$ cat src/rtl/seven_segment_pkg.sv
// Shared types and default constants for the seven-segment display arbiter.
package seven_segment_pkg;

  // Controller states: nobody owns the display, or one requester owns it.
  typedef enum logic {
    IDLE = 1'b0,
    OWN  = 1'b1
  } state_t;

  localparam int DEF_W     = 32;
  localparam int DEF_N_REQ = 2;
  localparam int DEF_DIV_W = 16;

endpackage

$ cat src/rtl/seven_segment_rr_pick.sv
// Combinational round-robin pick: the first requester found after 'last'
// (wrapping modulo n_req) wins. Output is one-hot, or all-zero if req is 0.
module seven_segment_rr_pick #(
  parameter int n_req = 2,
  parameter int idx_w = (n_req > 1) ? $clog2(n_req) : 1
) (
  input  logic [n_req-1:0] req,
  input  logic [idx_w-1:0] last,
  output logic [n_req-1:0] pick
);

  logic found;

  // Scan candidates in priority order last+1, last+2, ... and keep the first hit.
  always_comb begin
    // NOTE: every variable written here gets a default first, otherwise a
    // path that skips the assignment infers a latch.
    pick  = '0;
    found = 1'b0;
    for (int k = 1; k <= n_req; k++) begin
      for (int j = 0; j < n_req; j++) begin
        if (!found && req[j] && (j == (int'(last) + k) % n_req)) begin
          pick[j] = 1'b1;
          found   = 1'b1;
        end
      end
    end
  end

endmodule

$ cat src/rtl/seven_segment_arbiter.sv
// Seven-segment display arbiter: a refresh prescaler drives the display
// strobe 'en', a scan counter tracks the digit position, and a two-state
// controller hands the display to one requester at a time, switching owners
// only at the end of a complete digit scan.
// Optional build macro SEVEN_SEGMENT_ARBITER_OWNER_DOT_EN lights the dot of
// the digit whose index equals the current owner.
module seven_segment_arbiter
  import seven_segment_pkg::*;
#(
  parameter int w        = DEF_W,
  parameter int n_digits = w / 4,
  parameter int n_req    = DEF_N_REQ,
  parameter int div_w    = DEF_DIV_W
) (
  input  logic                      clk,
  input  logic                      rst_n,
  input  logic [div_w-1:0]          refresh_div,
  input  logic [n_req-1:0]          req,
  input  logic [n_req*w-1:0]        num_in,
  input  logic [n_req*n_digits-1:0] dots_in,
  output logic [n_req-1:0]          gnt,
  output logic                      en,
  output logic [w-1:0]              num,
  output logic [n_digits-1:0]       dots
);

  localparam int idx_w = (n_req > 1) ? $clog2(n_req) : 1;
  localparam int sc_w  = (n_digits > 1) ? $clog2(n_digits) : 1;
  localparam logic [sc_w-1:0]  SCAN_LAST  = sc_w'(n_digits - 1);
  localparam logic [idx_w-1:0] LAST_RESET = idx_w'(n_req - 1);

  logic [div_w-1:0]    cnt_q, cnt_d;
  logic [sc_w-1:0]     scan_q, scan_d;
  state_t              state_q, state_d;
  logic [n_req-1:0]    gnt_q, gnt_d;
  logic [idx_w-1:0]    last_q, last_d;
  logic [w-1:0]        num_q, num_d;
  logic [n_digits-1:0] dots_q, dots_d;

  logic [n_req-1:0]    pick;
  logic [idx_w-1:0]    pick_idx;
  logic                scan_end;

  // The strobe is gated by rst_n so it drops the moment reset asserts,
  // even when refresh_div is 0 and the count matches.
  assign en       = rst_n & (cnt_q == refresh_div);
  assign scan_end = en && (scan_q == SCAN_LAST);

  assign gnt  = gnt_q;
  assign num  = num_q;
  assign dots = dots_q;

  seven_segment_rr_pick #(
    .n_req (n_req),
    .idx_w (idx_w)
  ) u_rr_pick (
    .req  (req),
    .last (last_q),
    .pick (pick)
  );

  // Encode the one-hot pick into the owner index remembered for round-robin.
  always_comb begin
    pick_idx = '0;
    for (int i = 0; i < n_req; i++) begin
      if (pick[i]) pick_idx = idx_w'(i);
    end
  end

  // Prescaler: count up to refresh_div; a count at or beyond it wraps, so a
  // lowered terminal count takes effect without running through the old range.
  always_comb begin
    cnt_d = (cnt_q >= refresh_div) ? '0 : cnt_q + div_w'(1);
  end

  // Controller next state: grant on leaving IDLE, re-arbitrate only at scan end.
  always_comb begin
    state_d = state_q;
    gnt_d   = gnt_q;
    last_d  = last_q;
    scan_d  = en ? ((scan_q == SCAN_LAST) ? '0 : scan_q + sc_w'(1)) : scan_q;
    case (state_q)
      IDLE: begin
        if (|req) begin
          state_d = OWN;
          gnt_d   = pick;
          last_d  = pick_idx;
          scan_d  = '0;
        end
      end
      OWN: begin
        if (scan_end) begin
          if (|req) begin
            // With only the owner requesting, the pick wraps back to it.
            gnt_d  = pick;
            last_d = pick_idx;
          end else begin
            state_d = IDLE;
            gnt_d   = '0;
          end
        end
      end
      default: begin
        state_d = IDLE;
        gnt_d   = '0;
      end
    endcase
  end

  // Display data: the current owner's slice, blanked in the same cycle the
  // controller falls back to IDLE so num/dots never outlive the grant.
  always_comb begin
    num_d  = '0;
    dots_d = '0;
    if (state_q == OWN && state_d == OWN) begin
      for (int i = 0; i < n_req; i++) begin
        if (i == int'(last_q)) begin
          num_d  = num_in[i*w +: w];
          dots_d = dots_in[i*n_digits +: n_digits];
        end
      end
`ifdef SEVEN_SEGMENT_ARBITER_OWNER_DOT_EN
      for (int j = 0; j < n_digits; j++) begin
        if (j == int'(last_q)) dots_d[j] = 1'b1;
      end
`endif
    end
  end

  // State registers, all cleared asynchronously so reset abandons any scan.
  always_ff @(posedge clk or negedge rst_n) begin
    if (!rst_n) begin
      cnt_q   <= '0;
      scan_q  <= '0;
      state_q <= IDLE;
      gnt_q   <= '0;
      last_q  <= LAST_RESET;
      num_q   <= '0;
      dots_q  <= '0;
    end else begin
      // NOTE: non-blocking assignments here so every register samples the
      // pre-edge values, independent of statement order.
      cnt_q   <= cnt_d;
      scan_q  <= scan_d;
      state_q <= state_d;
      gnt_q   <= gnt_d;
      last_q  <= last_d;
      num_q   <= num_d;
      dots_q  <= dots_d;
    end
  end

endmodule

$ cat config.mk
export PLATFORM = sky130hd
export DESIGN_NAME = seven_segment_arbiter
export DESIGN_NICKNAME = d
export VERILOG_FILES = /design/src/rtl/seven_segment_pkg.sv /design/src/rtl/seven_segment_rr_pick.sv /design/src/rtl/seven_segment_arbiter.sv
export SDC_FILE = /design/constraint.sdc
export NUM_CORES = 1
export LEC_CHECK = 0
export CELL_PAD_IN_SITES_DETAIL_PLACEMENT = 1
export CELL_PAD_IN_SITES_GLOBAL_PLACEMENT = 1
export CORE_ASPECT_RATIO = 1.25
export CORE_MARGIN = 2
export CORE_UTILIZATION = 33
export DETAILED_ROUTE_END_ITERATION = 8
export PLACE_DENSITY_LB_ADDON = 0.1
export RECOVER_POWER = 100
export SETUP_SLACK_MARGIN = 0.15
export SYNTH_ARGS = -nofsm -noshare
export SYNTH_HDL_FRONTEND = slang
export SYNTH_SLANG_ARGS = --single-unit
$ cat constraint.sdc
create_clock -name clk -period 5.4 [get_ports clk]
set_clock_uncertainty 0.2 [all_clocks]
set_input_delay 0.54 -clock clk [delete_from_list [all_inputs] [get_ports clk]]
set_output_delay 0.54 -clock clk [all_outputs]
set_load 0.02 [all_outputs]
Word-level counts from Yosys, hierarchy flattened --
Index checks and enable logic that the tools add are counted.
Cells by class: div/mod/pow operators 0, shift-type cells 0, magnitude comparators 1, add/sub/neg operators 4, equality and inequality tests 6, multiplexer cells 26, multiply operators 0, reductions and logical operators 16, bitwise logic cells 4
Operators by type and width (count):
- 32-bit logical NOT | 2
- 32-bit 2-to-1 mux | 2
- 16-bit by 1-bit adder with 16-bit output, second input constant | 1
- 16-bit == test | 1
- 16-bit greater-or-equal comparator | 1
- 16-bit 2-to-1 mux | 1
- 8-bit 2-to-1 mux | 2
- 3-bit 2-to-1 mux | 4
- 1-bit 2-to-1 mux | 11
- 1-bit logical AND | 9
- 2-bit 2-to-1 mux | 3
- 2-bit == test, first input constant | 2
- 1-bit case mux with 2 select lines | 2
- 2-bit case mux with 2 select lines | 1
- 3-bit by 1-bit adder with 3-bit output, second input constant | 1
- 3-bit == test, second input constant | 1
- 1-bit logical NOT | 3
- 1-bit adder, second input constant | 2
- 1-bit bitwise AND, first input constant | 2
- 2-bit by 1-bit inequality test with 1-bit output, second input constant | 1
- 2-bit inequality test, second input constant | 1
- 2-bit AND reduction | 1
- 2-bit OR reduction | 1
- 1-bit bitwise AND | 1
- 1-bit NOT | 1
Storage, ports and cells: memory bits (writable) 0, memories kept 0, bits in latches 0, bits in registers 63, output and inout bits 43, ROM bits 0

Logic depth before layout (Yosys ltp) --
Gate-level depths: netlist of run 1.
depth after elaboration 21, gate-level depth with buffers 8, depth with buffers taken out 7

Cells and area by module --
Synthesis of run 1 repeated with hierarchy kept, for this count alone.
Unflattened totals: cell total of the unflattened synthesis 306, area total of the unflattened synthesis 3263.1 um^2
Modules (own cells, without submodules):
- seven_segment_arbiter | instances 1, cells an instance 303, area each 3244.4 um^2
- seven_segment_rr_pick | instances 1, cells an instance 3, area each 18.8 um^2

Least setup slack after synthesis of run 1 --
Ideal clock, no wire load.
path kind input -> output, start point in refresh_div[7], end point out en, data arrival time 1820 ps, stages on the path 6, slack 2840 ps, buffers on the path 1, required time 4660 ps, cells stage by stage inv_1 -> ha_1 -> nand4_1 -> or3_1 -> buf_2 -> nor2_1
Between the ends: cells in the longest elaborated chain, start to end 2
RTL lines:
- start: declaration | RTL line seven_segment_arbiter.sv:17 | input logic [div_w-1:0] refresh_div,
- 16-bit == test | RTL line seven_segment_arbiter.sv:46 | assign en = rst_n & (cnt_q == refresh_div);
- 1-bit bitwise AND | RTL line seven_segment_arbiter.sv:46
- end: declaration | RTL line seven_segment_arbiter.sv:22 | output logic en,
No other way between the ends.

Final worst setup path of run 1 --
start point in refresh_div[14], end point reg dots_q[7] (netlist: dots[7])
Between the ends: cells in the longest elaborated chain, start to end 7
RTL lines:
- 16-bit == test | RTL line seven_segment_arbiter.sv:46
- 1-bit bitwise AND | RTL line seven_segment_arbiter.sv:46
- 1-bit logical AND | RTL line seven_segment_arbiter.sv:47 | assign scan_end = en && (scan_q == SCAN_LAST);
- 1-bit 2-to-1 mux | RTL line seven_segment_arbiter.sv:92 | if (scan_end) begin
- 1-bit case mux with 2 select lines | RTL line seven_segment_arbiter.sv:82 | case (state_q)
- 1-bit logical AND | RTL line seven_segment_arbiter.sv:115 | if (state_q == OWN && state_d == OWN) begin
- 8-bit 2-to-1 mux | RTL line seven_segment_arbiter.sv:115
- named net dots_d[7] | RTL line seven_segment_arbiter.sv:38 | logic [n_digits-1:0] dots_q, dots_d;
- end signal: assignment | RTL line seven_segment_arbiter.sv:149 | dots_q <= dots_d;
- end: declaration | RTL line seven_segment_arbiter.sv:38
The timed path passes the listed nets, and every way through them passes these cells. A chain may end at the register's enable or synchronous reset.

==> flow_summary_export.csv, run 1 <==
group,metric,value,unit
timing,tns,0,ns
route,drc,0,
timing,min_period,3.91,ns
floorplanning,die_area,10300,µm²
floorplanning,io_pins,143,
power,powerDensity,284,nW/µm²
clock_tree,clock_path_buffers,2,
setup_path,r2r_slack,1.83,ns
timing,grt_setup_unrepaired,"false",
outcome,status,"finished, violations left",
clock_tree,cts_inserted_buffers,9,
placed_design,pre_cts_slack,1.70,ns
yosys,synth_commonest_cells,"65 x nor2_1, 62 x dfrtp_1, 41 x mux2i_1, 19 x ha_1, 19 x inv_1",
yosys,yosysMostFrequentCell,"nor2_1",
route,num_vias,2674,
power,p_sw,0.380,mW
setup_path,reg2reg_to,"dots[7]",
placed_design,place.gp.congestion,0.745,
layout,num_antenna_cells,0,
layout,syn2layout_area_growth,56.3,%
yosys,synth_nets,422,
yosys,postSynthCellCount,303,
floorplanning,fp.dieH,113,µm
route,routed_wl,8600,µm
clock_tree,ctsResizeCount,0,
floorplanning,start_util,34.1,%
global_routing,grt-ovfl-total,0,
route,drt-vias-per-instance,4.64,
clock_tree,clk_latency,0.32,ns
global_routing,grt_pass1_wl,14300,µm
timing,setup_slack,1.49,ns
yosys,yosysWarnings,0,
route,drt-pass1-iter-count,4,
timing,fmax,256,MHz
route,drtIter0Drc,33,
yosys,yosysSeqAreaShare,50.1,%
yosys,netlist_area,3150,µm²
setup_path,rr_startpoint,"cnt_q[14]",
yosys,syn_area_per_cell,10.4,µm²
placed_design,dp_hpwl,6700,µm
yosys,synthFlopType,"dfrtp_1",
global_routing,grt_max_degree,65,
timing,tightest_slew,1.74,ns
run,cap_violations,1,
clock_tree,h-tree-depth,3,
yosys,async_flop_share,100,%
yosys,synth.area.top_cells,"dfrtp_1 49%, mux2i_1 13%, nor2_1 7.8%",
route,wl_per_cell,14.9,µm
clock_tree,cts_setup_buffers,0,
clock_tree,cts.reportedPaths.clkPinSlew,0.05,ns
layout,drive_gt1_share,3.75,%
yosys,synth_top_area_share,49.3,%
setup_path,cp-start-kind,"input pin",
yosys,yosysUniqueCellTypes,32,
setup_path,crit_fanout,40,
outcome,violations,"capacitance limit, slew limit",
clock_tree,cts_tree,"done",
timing,hold_viol_final,0,
layout,nets,567,
setup_path,crit_type,"input pin to flip-flop",
yosys,ys_ff_latch,63,
power,clock_power_share,36.5,%
global_routing,grt_pass1_vias,2946,
floorplanning,core,9220,µm²
timing,timing.final.crit_share,72.4,%
placed_design,portBuffers,142,
setup_path,end_kind,"flip-flop",
power,p_sw_share,27.2,%
layout,n_fill_cell,1025,
setup_path,reg2reg_depth,6,
power,ir_drop,0.185,mV
setup_path,arrival,3.84,ns
timing,finalMaxSlewViolations,41,
power,power_leakage,2.28,nW
power,power.internal,1.02,mW
timing,finalSetupViolCount,0,
global_routing,grt.total_usage,17.9,%
yosys,yosysTopAreaCell,"dfrtp_1",
power,comb_power_share,23.2,%
timing,relSlewSlack,-15.8,%
clock_tree,cts_root_buf,"clkbuf_16",
min_path,hp-class,"input pin to async pin",
clock_tree,cts_hold_buf,0,
clock_tree,cts_sinks,63,
power,p_seq_share,40.3,%
floorplanning,die_x,91.3,µm
setup_path,required,5.33,ns
route,drtAntennaViolNets,0,
floorplanning,rows,39,
yosys,synth_edf_count,0,
global_routing,grt_antenna_before_repair,0,
-- registers in the layout, indices dropped and copies added, names as in the netlist --
name,flops
scan_q,3
last_q,1
state_q,1
dots,8
num,32
cnt_q,16
gnt,2
-- per-layer routing --
layer,routed length (µm),track usage [%],up-vias
li1,-,-,1310
met1,3230,18.7,1269
met2,4530,32.4,88
met3,749,7.32,7
met4,93,6.36,0
met5,0,0,-
-- how the worst max path moves through the flow --
stage	startpoint	endpoint	slack [ns]	depth (start not counted)
4_1_cts	refresh_div[14]	en	1.69	7
5_1_grt	refresh_div[14]	num[16]	1.08	8
3_5_place_dp	refresh_div[14]	en	1.70	7
6_report	refresh_div[14]	dots[7]	1.49	8
3_3_place_gp	refresh_div[13]	en	1.76	7
2_1_floorplan	refresh_div[7]	en	2.84	6
-- area by class of cell --
| class | instances | area [µm²] | area share, % |
|---|---|---|---|
| Inverter | 19 | 71.3 | 1.45 |
| Timing Repair Buffer | 145 | 1440 | 29.2 |
| Multi-Input combinational cell | 210 | 1420 | 28.8 |
| Clock buffer | 14 | 254 | 5.17 |
| Clock inverter | 2 | 10.0 | 0.204 |
| Sequential cell | 63 | 1580 | 32.1 |
| Tap cell | 123 | 154 | 3.13 |
-- layout by cell type, fill, tap and decap left out --
master and n:
o21ai_0 4, nand2_1 18, and3_1 2, o211ai_1 1, and2_0 1, clkinv_2 2
o41ai_4 1, a21oi_1 13, buf_4 2, mux2i_1 41, dfstp_2 1, and4_1 2
inv_1 19, or4_1 1, nand4_1 5, nor3_1 5, o21a_1 1, nand2b_1 3
a31oi_1 1, clkdlybuf4s50_1 97, nand3_1 6, dlygate4sd3_1 44, buf_2 1, a311oi_1 1
clkbuf_8 1, a2bb2oi_1 1, and2_1 2, ha_1 19, dfrtp_1 62, nor2_1 65
xor2_1 7, or3_1 2, a21boi_0 1, clkbuf_16 9, xnor2_1 7, clkbuf_1 5
-- cells by family (layout without fill, tap and decap cells) --
kind of cell	count (synthesis)	count (layout)	synth area share (%)
AOI/OAI and AO/OA	24	24	5.21
xor gates and xnor gates	14	14	3.90
adders and majority gates	19	19	7.55
buffers and inverters	30	180	4.61
DFF	63	63	50.1
muxes	41	41	13.0
and+or+nand+nor	112	112	15.5
-- power groups by stage --
| stage | sequential, mW | clock (mW) | combinational, mW |
|---|---|---|---|
| 4_1_cts | 0.565 | 0.526 | 0.343 |
| 2_1_floorplan | 0.598 | 0 | 0.126 |
| 3_3_place_gp | 0.567 | 0 | 0.331 |
| 5_1_grt | 0.571 | 0.548 | 0.362 |
| 3_5_place_dp | 0.571 | 0 | 0.340 |
| 6_report | 0.562 | 0.510 | 0.323 |
-- critical path: stages --
cell and delay [ns]:
dlygate4sd3_1 0.53, inv_1 0.04, ha_1 0.31, nand4_1 0.17, or3_1 0.49, o41ai_4 0.31
clkbuf_1 1.28, nor2_1 0.15
-- through the flow --
step	power, mW	hold WS (ns)	area [µm²]	util, %	instances
3_5_place_dp	0.911	0.287	4670	50.6	560
4_1_cts	1.43	0.248	4930	53.5	576
2_1_floorplan	0.725	0.0444	3150	-	303
3_3_place_gp	0.898	0.268	4670	50.6	560
6_report	1.39	0.203	4920	53.3	576
5_1_grt	1.48	0.280	4920	53.3	576
Note: power is estimated with default switching activity, not from simulation.
==> inputs of run 2 (changes only) <==
--- a/config.mk
+++ b/config.mk
@@ -9,7 +9,7 @@
 export CELL_PAD_IN_SITES_GLOBAL_PLACEMENT = 1
 export CORE_ASPECT_RATIO = 1.25
 export CORE_MARGIN = 2
-export CORE_UTILIZATION = 33
+export CORE_UTILIZATION = 28
 export DETAILED_ROUTE_END_ITERATION = 8
 export PLACE_DENSITY_LB_ADDON = 0.1
 export RECOVER_POWER = 100
==> constraint.sdc (replaced) <==
create_clock -name clk -period 3.4 [get_ports clk]
set_clock_uncertainty 0.2 [all_clocks]
set_input_delay 0.34 -clock clk [delete_from_list [all_inputs] [get_ports clk]]
set_output_delay 0.34 -clock clk [all_outputs]
set_load 0.02 [all_outputs]
==> run 2 against run 1 <==
The flow still finishes with violations (capacitance limit, slew limit). Flip-flop and latch count did not move. Highest routed layer unchanged. Total power rose by 61%. Critical path type unchanged. Sequential share of layout area fell by 0.17 points.
==> flow_summary_export.csv, run 2 (synthesis results as in run 1) <==
group,metric,value,unit
outcome,status,"finished, violations left",
outcome,violations,"capacitance limit, slew limit",
power,p_sw_share,27.2,%
floorplanning,fp.dieH,123,µm
timing,setup_slack,0.552,ns
timing,tns,0,ns
clock_tree,h-tree-depth,3,
clock_tree,clock_path_buffers,2,
timing,timing.final.crit_share,83.8,%
timing,finalMaxSlewViolations,64,
min_path,min_from,"cnt_q[0]",
power,ir_drop,0.214,mV
timing,min_period,2.85,ns
setup_path,reg2reg_depth,7,
clock_tree,ctsResizeCount,0,
placed_design,portBuffers,142,
power,clock_power_share,37.2,%
route,drt-pass1-iter-count,3,
min_path,hp-class,"flip-flop to flip-flop",
setup_path,arrival,2.82,ns
setup_path,r2r_slack,0.66,ns
route,drtIter0Drc,51,
min_path,min_path_cells,1,
min_path,hold_end,"cnt_q[0]",
timing,hold_viol_final,0,
placed_design,place.gp.congestion,0.731,
global_routing,grt_max_degree,64,
setup_path,cp-start-kind,"input pin",
floorplanning,core,11000,µm²
clock_tree,cts_inserted_buffers,9,
clock_tree,cts.reportedPaths.clkPinSlew,0.05,ns
timing,fmax,351,MHz
setup_path,reg2reg_to,"cnt_q[13]",
setup_path,cp_slowest_cell,"clkbuf_1",
layout,largest_reg_flops,32,
route,drc,0,
placed_design,pre_cts_slack,0.235,ns
timing,finalSetupViolCount,0,
global_routing,grt_pass1_vias,2925,
power,powerDensity,454,nW/µm²
route,wl_per_cell,14.5,µm
power,comb_power_share,22.8,%
global_routing,grt_antenna_before_repair,0,
layout,final_common_cell,"clkdlybuf4s50_1",
setup_path,required,3.38,ns
power,power.internal,1.63,mW
route,drtAntennaViolNets,0,
global_routing,grt-ovfl-total,0,
placed_design,dp_hpwl,6730,µm
timing,grt_setup_unrepaired,"false",
timing,tightest_slew,1.56,ns
setup_path,cpPeakStageDelay,0.59,ns
power,p_sw,0.609,mW
layout,drive_gt1_share,3.73,%
setup_path,path_cells,"dlygate4sd3_1, inv_1, ha_1, nand4_1, or3_1, clkbuf_1, o211ai_1, clkbuf_1, nor2_1",
clock_tree,clk_latency,0.32,ns
placed_design,dp.cells,575,
power,power_leakage,2.27,nW
run,cap_violations,1,
layout,layout_common_cells,"96 x clkdlybuf4s50_1, 65 x nor2_1, 62 x dfrtp_1",
setup_path,end_kind,"flip-flop",
clock_tree,cts_tree,"done",
route,num_vias,2692,
setup_path,crit_fanout,16,
floorplanning,start_util,28.5,%
floorplanning,rows,43,
layout,num_antenna_cells,0,
floorplanning,die_x,98.8,µm
route,drt-vias-per-instance,4.55,
clock_tree,cts_sinks,63,
clock_tree,cts_setup_buffers,0,
clock_tree,cts_hold_buf,0,
route,routed_wl,8570,µm
layout,stdcell_count,591,
global_routing,grt_pass1_wl,14000,µm
setup_path,path_common_cell,"clkbuf_1",
timing,relSlewSlack,-3.70,%
clock_tree,cts_root_buf,"clkbuf_16",
layout,nets,570,
power,p_seq_share,39.9,%
floorplanning,die_area,12100,µm²
setup_path,crit_type,"input pin to flip-flop",
layout,n_fill_cell,1254,
floorplanning,io_pins,143,
global_routing,grt.total_usage,15.0,%
layout,syn2layout_area_growth,57.1,%
setup_path,rr_startpoint,"cnt_q[7]",
run 2: changes by cell type in the layout (fill, tap and decap cells not counted), sizes merged:
cell and delta:
clkdlybuf4s50 -1, clkinv -1, clkbuf +5
run 2: how the worst max path moves through the flow:
| stage | from | to | slack, ns | depth (start not counted) |
|---|---|---|---|---|
| 5_1_grt | refresh_div[14] | cnt_q[6] | 0.31 | 9 |
| 3_3_place_gp | refresh_div[15] | en | 0.24 | 7 |
| 3_5_place_dp | refresh_div[14] | en | 0.24 | 7 |
| 2_1_floorplan | cnt_q[7] | num[10] | 1.11 | 7 |
| 6_report | refresh_div[14] | cnt_q[13] | 0.55 | 9 |
| 4_1_cts | refresh_div[14] | en | 0.22 | 7 |
run 2: worst max-delay path, delay by kind of cell:
family	cells	cell delay, ns
simple gates	3	0.67
buf+inv	4	1.32
fa+ha+maj	1	0.31
compound gates	1	0.18
run 2: final cells by class:
type                       instances  area, µm²  area share (%)
multi-input combinational        210       1400            28.2
timing repair buffer             148       1460            29.5
tap                              135        169            3.42
inverter                          19       71.3            1.44
clock buffer                      15        268            5.42
sequential                        63       1580            31.9
clock inverter                     1       5.00           0.101
run 2: power by group through the flow:
stage,registers [mW],clock network [mW],logic (mW)
after CTS,0.900,0.867,0.546
after floorplan,0.950,0,0.201
after detailed placement,0.913,0,0.542
after global routing,0.909,0.906,0.572
final,0.896,0.835,0.512
after global placement,0.908,0,0.523
run 2: routing by layer:
layer	routed length, µm	track usage (%)	vias up
met5	0	0	-
met4	201	6.34	0
met3	848	7.29	14
met2	4480	26.9	85
met1	3040	14.6	1287
li1	-	-	1306
run 2: metrics by stage:
step	instance area (µm²)	hold WS (ns)	util, %	total power [mW]
after floorplan	3150	-0.156	-	1.15
after global placement	4720	0.270	42.8	1.43
after detailed placement	4720	0.277	42.8	1.46
after CTS	4990	0.117	45.2	2.31
after global routing	4940	0.311	44.8	2.39
final	4940	0.279	44.8	2.24
==> inputs of run 3 (changes only) <==
==> constraint.sdc (replaced) <==
create_clock -name clk -period 2.4 [get_ports clk]
set_clock_uncertainty 0.2 [all_clocks]
set_input_delay 0.24 -clock clk [delete_from_list [all_inputs] [get_ports clk]]
set_output_delay 0.24 -clock clk [all_outputs]
set_load 0.02 [all_outputs]
==> run 3 against run 2 <==
The flow finishes with violations (capacitance limit, slew limit, setup timing). Via count increased by 7.8%. Hold slack got worse by 0.051 ns. Total power grew 55%. Clock-buffer cell count down 2. Critical path type is now flip-flop to flip-flop. Critical endpoint is now num[28].
==> flow_summary_export.csv, run 3 (synthesis results as in run 1) <==
group,metric,value,unit
outcome,status,"finished, violations left",
outcome,violations,"capacitance limit, slew limit, setup timing",
power,power.internal,2.55,mW
power,p_sw_share,26.6,%
placed_design,place.gp.congestion,0.764,
setup_path,end_kind,"flip-flop",
global_routing,grt_pass1_vias,3087,
layout,largest_reg_flops,32,
route,drt-pass1-iter-count,3,
route,drtIter0Drc,33,
route,drc,0,
clock_tree,h-tree-depth,3,
layout,syn2layout_area_growth,82.6,%
power,power_leakage,2.60,nW
floorplanning,core,11000,µm²
layout,final_common_cell,"clkdlybuf4s50_1",
timing,min_period,2.43,ns
route,wl_per_cell,15.3,µm
clock_tree,cts_sinks,63,
timing,grt_setup_unrepaired,"true",
timing,timing.final.crit_share,101,%
clock_tree,clock_path_buffers,2,
layout,fin_area,5750,µm²
power,ir_drop,0.331,mV
timing,setup_slack,-0.0328,ns
global_routing,grt_antenna_before_repair,0,
power,powerDensity,605,nW/µm²
timing,tightest_slew,1.59,ns
timing,tns,-0.486,ns
placed_design,placedInstanceArea,4920,µm²
layout,multi_input_area,1670,µm²
layout,layout_common_cells,"98 x clkdlybuf4s50_1, 62 x dfrtp_1, 42 x dlygate4sd3_1",
global_routing,grt_pass1_wl,15200,µm
floorplanning,rows,43,
layout,nets,614,
clock_tree,cts_root_buf,"clkbuf_16",
setup_path,crit_fanout,5,
layout,regArea,1580,µm²
route,drtAntennaViolNets,0,
layout,num_antenna_cells,0,
setup_path,cp-start-kind,"flip-flop",
clock_tree,cts_inserted_buffers,9,
placed_design,dp_hpwl,6950,µm
global_routing,grt_max_degree,64,
timing,finalSetupViolCount,31,
min_path,hp-class,"input pin to flip-flop",
setup_path,arrival,2.45,ns
power,clock_power_share,38.4,%
run,cap_violations,1,
placed_design,portBuffers,142,
floorplanning,die_x,98.8,µm
power,comb_power_share,25.9,%
global_routing,grt-ovfl-total,0,
floorplanning,die_area,12100,µm²
floorplanning,fp.dieH,123,µm
clock_tree,clk_latency,0.33,ns
layout,n_fill_cell,1189,
route,routed_wl,9710,µm
timing,relSlewSlack,-6.02,%
power,p_seq_share,35.7,%
timing,finalMaxSlewViolations,64,
setup_path,cpPeakStageDelay,0.42,ns
setup_path,crit_type,"flip-flop to flip-flop",
route,num_vias,2901,
clock_tree,cts_tree,"done",
route,drt-vias-per-instance,4.57,
timing,fmax,411,MHz
setup_path,cp_slowest_cell,"or3_4",
setup_path,path_cells,"ha_4, nand4_1, or3_4, buf_6, o41ai_4, buf_4, buf_12, clkbuf_16, nor2_2",
setup_path,required,2.41,ns
power,p_sw,0.925,mW
timing,holdWs,0.229,ns
floorplanning,io_pins,143,
timing,hold_viol_final,0,
layout,drive_gt1_share,23.2,%
floorplanning,start_util,28.5,%
clock_tree,cts.reportedPaths.clkPinSlew,0.06,ns
global_routing,grt.total_usage,16.4,%
[run 3: cell count changes in the layout (fill, tap and decap cells not counted), sizes merged]
cell | before | now
clkinv | 1 | 2
clkdlybuf4s50 | 96 | 98
dlygate4sd3 | 44 | 42
clkbuf | 20 | 15
buf | 3 | 50
bufinv | 0 | 1
[run 3: through the flow]
stage | util [%] | total power [mW] | setup WS, ns | instances
2_1_floorplan | - | 1.64 | 0.130 | 303
3_3_place_gp | 44.6 | 2.11 | -0.495 | 599
3_5_place_dp | 44.6 | 2.14 | -0.502 | 599
4_1_cts | 50.2 | 3.52 | -0.0343 | 630
5_1_grt | 52.1 | 3.67 | -0.127 | 635
6_report | 52.1 | 3.48 | -0.0328 | 635
[run 3: final cells by class]
| cell class | instances | area share [%] |
|---|---|---|
| Sequential cell | 63 | 27.5 |
| Tap cell | 135 | 2.94 |
| Timing Repair Buffer | 192 | 33.8 |
| Inverter | 19 | 1.24 |
| Clock buffer | 13 | 4.70 |
| Multi-Input combinational cell | 210 | 29.1 |
| Clock inverter | 3 | 0.697 |
[run 3: worst max-delay path, delay by kind of cell, from the launching register on]
kind / cells / cell delay, ns
AND/OR/NAND/NOR: 3 / 0.61
adder cells (fa/ha/maj): 1 / 0.28
AO/OA/AOI/OAI: 1 / 0.22
flip-flops: 1 / 0.41
buffers and inverters: 4 / 0.59
[run 3: metal layers]
metal  track usage, %  share of wire [%]  vias to the layer above
met5                0                  0                        -
met1             16.0                 35                     1390
met2             30.4                 55                       86
met3             6.55                7.7                       17
li1                 -                  -                     1408
met4             6.68                2.3                        0
[run 3: path summary, 6_finish.rpt]
kind,start,slack [ns],to,cells past startpoint
max,cnt_q[13],-0.03,num[28],9
min,rst_n,0.23,scan_q[1],5
max reg2reg,cnt_q[13],-0.03,num[28],9
min reg2reg,scan_q[1],0.33,scan_q[1],2
max in group asynchronous,rst_n,0.76,num[0],2
min in group asynchronous,rst_n,0.28,dots[3],2
[run 3: what timing repair did]
| item | 4_1_cts | 5_1_grt |
|---|---|---|
| gates resized for setup | 36 | 44 |
| cloned | 4 | 1 |
| setup endpoints to repair | 44 | 64 |
| pin swaps | 11 | 13 |
| hold buffers | 0 | 0 |
| setup buffers | 11 | 4 |
[run 3: power groups by stage]
stage | clock [mW] | sequential, mW | combinational, mW
after floorplan | 0 | 1.35 | 0.287
after global placement | 0 | 1.26 | 0.853
after detailed placement | 0 | 1.26 | 0.879
after CTS | 1.37 | 1.25 | 0.905
after global routing | 1.42 | 1.25 | 0.993
final | 1.34 | 1.24 | 0.900
